==> src/rtl/instruction_decode.sv <==
// Instruction decode stage: 32x32 register file with combinational reads,
// opcode/funct control decode, and immediate extension.
module instruction_decode (
  input  logic        Clk,
  input  logic        Reset,
  input  logic        Run,
  input  logic [31:0] Instruction,
  input  logic [31:0] WriteData,
  output logic [31:0] ReadData1,
  output logic [31:0] ReadData2,
  output logic [31:0] Imm32,
  output logic        ALUSrc,
  output logic        MemtoReg,
  output logic        RegWrite,
  output logic        MemRead,
  output logic        MemWrite,
  output logic        Branch,
  output logic        Jump,
  output logic [3:0]  ALUCtrl,
  output logic        Illegal
);

  localparam logic [5:0] OP_RTYPE = 6'h00;
  localparam logic [5:0] OP_LW    = 6'h23;
  localparam logic [5:0] OP_SW    = 6'h2B;
  localparam logic [5:0] OP_BEQ   = 6'h04;
  localparam logic [5:0] OP_J     = 6'h02;
  localparam logic [5:0] OP_ADDI  = 6'h08;
  localparam logic [5:0] OP_ORI   = 6'h0D;

  localparam logic [5:0] FN_ADD = 6'h20;
  localparam logic [5:0] FN_SUB = 6'h22;
  localparam logic [5:0] FN_AND = 6'h24;
  localparam logic [5:0] FN_OR  = 6'h25;
  localparam logic [5:0] FN_SLT = 6'h2A;

  logic [5:0]  opcode;
  logic [5:0]  funct;
  logic [4:0]  rs;
  logic [4:0]  rt;
  logic [4:0]  rd;
  logic [4:0]  waddr;
  logic        wen;
  logic [31:0] regs [32];

  assign opcode = Instruction[31:26];
  assign rs     = Instruction[25:21];
  assign rt     = Instruction[20:16];
  assign rd     = Instruction[15:11];
  assign funct  = Instruction[5:0];

  // ori is the only zero-extending opcode; everything else replicates bit 15
  function automatic logic [31:0] ext_imm(input logic [15:0] imm, input logic zero_ext);
    logic signed [15:0] simm;
    simm = signed'(imm);
    if (zero_ext) ext_imm = {16'h0000, imm};
    else          ext_imm = 32'(simm);
  endfunction

  assign Imm32 = ext_imm(Instruction[15:0], opcode == OP_ORI);

  // R-type writes rd, every other writing opcode writes rt; $0 is never written
  assign waddr = (opcode == OP_RTYPE) ? rd : rt;
  assign wen   = Run && RegWrite && (waddr != 5'd0);

  // Reads see the pre-edge contents (no bypass); $0 is hard-wired to zero
  assign ReadData1 = (rs == 5'd0) ? 32'h0 : regs[rs];
  assign ReadData2 = (rt == 5'd0) ? 32'h0 : regs[rt];

  // Register file: reset clears every entry and wins over a simultaneous write
  always_ff @(posedge Clk) begin
    if (Reset) begin
      for (int i = 0; i < 32; i++) regs[i] <= 32'h0;
    end else if (wen) begin
      regs[waddr] <= WriteData;
    end
  end

  // Control decode, purely from Instruction; unsupported encodings leave all controls at NOP
  always_comb begin
    RegWrite = 1'b0;
    ALUSrc   = 1'b0;
    MemtoReg = 1'b0;
    MemRead  = 1'b0;
    MemWrite = 1'b0;
    Branch   = 1'b0;
    Jump     = 1'b0;
    ALUCtrl  = 4'b0000;
    Illegal  = 1'b0;
    case (opcode)
      OP_RTYPE: begin
        // The all-zero word (sll $0,$0,0) is the canonical NOP
        if (Instruction != 32'h0) begin
          case (funct)
            FN_ADD:  begin RegWrite = 1'b1; ALUCtrl = 4'b0010; end
            FN_SUB:  begin RegWrite = 1'b1; ALUCtrl = 4'b0110; end
            FN_AND:  begin RegWrite = 1'b1; ALUCtrl = 4'b0000; end
            FN_OR:   begin RegWrite = 1'b1; ALUCtrl = 4'b0001; end
            FN_SLT:  begin RegWrite = 1'b1; ALUCtrl = 4'b0111; end
            default: Illegal = 1'b1;
          endcase
        end
      end
      OP_LW: begin
        RegWrite = 1'b1; ALUSrc = 1'b1; MemtoReg = 1'b1; MemRead = 1'b1;
        ALUCtrl  = 4'b0010;
      end
      OP_SW: begin
        ALUSrc = 1'b1; MemWrite = 1'b1; ALUCtrl = 4'b0010;
      end
      OP_BEQ: begin
        Branch = 1'b1; ALUCtrl = 4'b0110;
      end
      OP_J: begin
        Jump = 1'b1;
      end
      OP_ADDI: begin
        RegWrite = 1'b1; ALUSrc = 1'b1; ALUCtrl = 4'b0010;
      end
      OP_ORI: begin
        RegWrite = 1'b1; ALUSrc = 1'b1; ALUCtrl = 4'b0001;
      end
      default: Illegal = 1'b1;
    endcase
  end

endmodule

==> config.mk <==
export PLATFORM = sky130hd
export DESIGN_NAME = instruction_decode
export DESIGN_NICKNAME = d
export VERILOG_FILES = /design/src/rtl/instruction_decode.sv
export SDC_FILE = /design/constraint.sdc
export NUM_CORES = 2
export LEC_CHECK = 0
export ABC_AREA = 1
export BUFFER_PORTS_ARGS = -buffer_cell sky130_fd_sc_hd__buf_4
export CAP_MARGIN = 0
export CORE_MARGIN = 2
export CORE_UTILIZATION = 25
export DETAILED_ROUTE_END_ITERATION = 8
export PLACE_DENSITY_LB_ADDON = 0.25
export SYNTH_ARGS = -nofsm -noshare
export SYNTH_HDL_FRONTEND = slang
export SYNTH_SLANG_ARGS = --single-unit
==> constraint.sdc <==
create_clock -name Clk -period 3.75 [get_ports Clk]
set_input_delay 0.5625 -clock Clk [delete_from_list [all_inputs] [get_ports Clk]]
set_output_delay 0.5625 -clock Clk [all_outputs]
set_load 0.01 [all_outputs]
==> flow_summary.ini <==
[logic_synthesis]
avgSynthCellArea_um2 = 8.13
synthArstFlopShare_pct = 0
synth-edff-count = 1024
syn_area_mm2 = 0.0590
yosysTopAreaCellShare_pct = 52.1
synth_most_common_cell = nand2_1
ys_seq_area_share_pct = 52.1
synth_cells = 7264
synthTopCellsByArea = edfxtp_1 52%, nand2_1 11%, nand3_1 8.7%
synth_cell_types = 31
synthTopCellsByCount = 1782 x nand2_1, 1086 x nor2_1, 1027 x nand3_1
synth-seq-cells = 1024
synth_top_area_cell = edfxtp_1
synth_ff_type = edfxtp_1
ys_warn_count = 0

[sta]
rsz0062_at_grt = no
setup_viol = 0
slew_viol_final = 0
fmax_ghz = 0.281
period_needed_ns = 3.56
totalNegativeSetupSlack_ns = 0
tightest_slew_ns = 0.980
slew_headroom_pct = 34.3
post-route-period-util_pct = 94.9
hold_ws_ns = 0.408
hold_viol = 0

[worst_setup_path]
slowest_delay_ns = 0.52
endpoint_kind = output pin
cp.required_ns = 3.19
crit_chain = buf_8 -> inv_8 -> buf_4 -> o21ai_0 -> nand3_1 -> nand3_1 -> nand3_1 -> nand2_1 -> nor2_1 -> buf_4 -> buf_4
setup.worst_path.start_class = input pin
critPathSlowestCell = inv_8
arrival_ns = 3.00
critical_path_class = in2out
cp_max_fo = 71

[outcome]
status = finished, final reports clean

[finish]
n_fill_cell = 24900
largest_reg_flops = 1024
drive_above_1_share_pct = 12.0
area_delta_synth_final_pct = 15.7
multi_input_area_mm2 = 0.0228
layout.nets = 7301
regArea_mm2 = 0.0307
top_register = regs
reg_top3 = regs: 1024 flops
utilization_pct = 29.1

[die]
start_util_pct = 25.1
dieArea_mm2 = 0.240
die_h_um = 490
num_rows = 178
die_x_um = 490
io-pin-count = 175
coreArea_mm2 = 0.235

[global_route]
antenna_found_initial = 7
grt_pass1_vias = 50500
grt_pass1_wl_um = 372000
grt_busiest_layer = met2
grt_max_degree = 118
grt_usage_pct = 21.3
globalRouteMet2Util_pct = 34.5
grt_overflow = 0
grt_util_met1_pct = 27.6
grt_use_met3_pct = 3.47

[detailed_routing]
drc = 0
firstDrtPassIters = 8
dr_total_vias = 53300
routed_wl_um = 264000
routed_via_density = 5.09
drt-initial-drc-count = 6723
drt-wirelength-per-cell_um = 25.2
antenna_left = 0

[cts]
clockBufferDepth = 3
numCtsBuffers = 130
cts.sinks = 1024
path_clk_slew_ns = 0.06
cts_setup_buffers = 0
tritoncts = done
post_cts_resize_count = 0
cts_root_buffer = clkbuf_16
htree_levels = 4
cts_hold_buf = 0

[power]
vdd_drop_max_mv = 0.383
power_density_mw_per_mm2 = 440
leakage_nw = 27.6

[placement]
hpwl_um = 160000
portBuffers = 173
place_congestion = 0.880

[job]
cap_violations = 0

[min_path]
hp-class = in2reg
==> worst paths after layout <==
check / cells after the start / slack (ns) / end / startpoint
worst min-delay path: 4 / 0.41 / regs[23][4] / WriteData[4]
worst max-delay path: 11 / 0.19 / ReadData1[15] / Instruction[21]
==> metrics by stage <==
step	total power [W]	cells	cell area [µm²]	setup slack [ns]
after global placement	0.0179	10300	64300	0.215
after floorplan	0.0159	7296	59100	0.734
after global routing	0.0310	10500	68300	0.0864
final	0.0301	10500	68300	0.192
after detailed placement	0.0179	10300	64300	0.228
after CTS	0.0302	10500	68300	0.213
==> cell families (layout without fill, tap and decap cells) <==
family                 count (synthesis)  count (layout)  share of synthesized area (%)
DFF                                 1024            1024                           52.1
and+or+nand+nor                     4110            4110                           29.9
other                                  1              35                        0.00635
AOI/OAI and AO/OA                    861             861                           8.31
buffers and inverters               1268            1296                           9.73
==> final cells by class <==
type / instances / area share, %
clock buffers: 169 / 5.07
multi-input cells: 5004 / 33.3
clock inverters: 53 / 0.797
well taps: 3150 / 5.77
flip-flops and latches: 1024 / 45.0
repair buffers: 462 / 6.58
inverters: 612 / 3.42
diodes: 2 / 0.00733
==> where the power goes <==
group / switching [W] / internal [W]
registers: 0.000269 / 0.0132
logic: 0.00311 / 0.00120
clock network: 0.00518 / 0.00712
==> layer usage <==
layer | vias up | wire length (µm)
met5 | - | 25
met1 | 25900 | 106000
met2 | 2975 | 122000
met4 | 4 | 12900
li1 | 23800 | -
met3 | 593 | 23400
==> critical path: cells and delay by family <==
| family | cells | cell delay, ns |
|---|---|---|
| buf+inv | 5 | 1.39 |
| simple gates | 5 | 0.77 |
| compound gates | 1 | 0.13 |
==> cell usage in the layout, fill, tap and decap left out, types with 3 or more instances in the layout <==
cell type  Yosys  layout
a21oi_1      197     197
buf_12         4      79
buf_4         33     377
buf_8          2       3
bufinv_16      0       9
clkbuf_1     391      36
clkbuf_16      0     133
clkinv_1       1      25
clkinv_2       0      14
conb_1         1      33
edfxtp_1    1024    1024
inv_1        606     596
inv_2          5       5
inv_6          0       8
inv_8          0       4
nand2_1     1782    1751
nand2_2        5      36
nand3_1     1027    1027
nand3_4       31      31
nand4_1        7       7
nor2_1      1086    1081
nor2_2       158     159
nor2_4         4       8
o211ai_1     232     232
o21ai_0      429     429
or2_2          4       4
No activity file was read; power rests on OpenSTA's default activity.
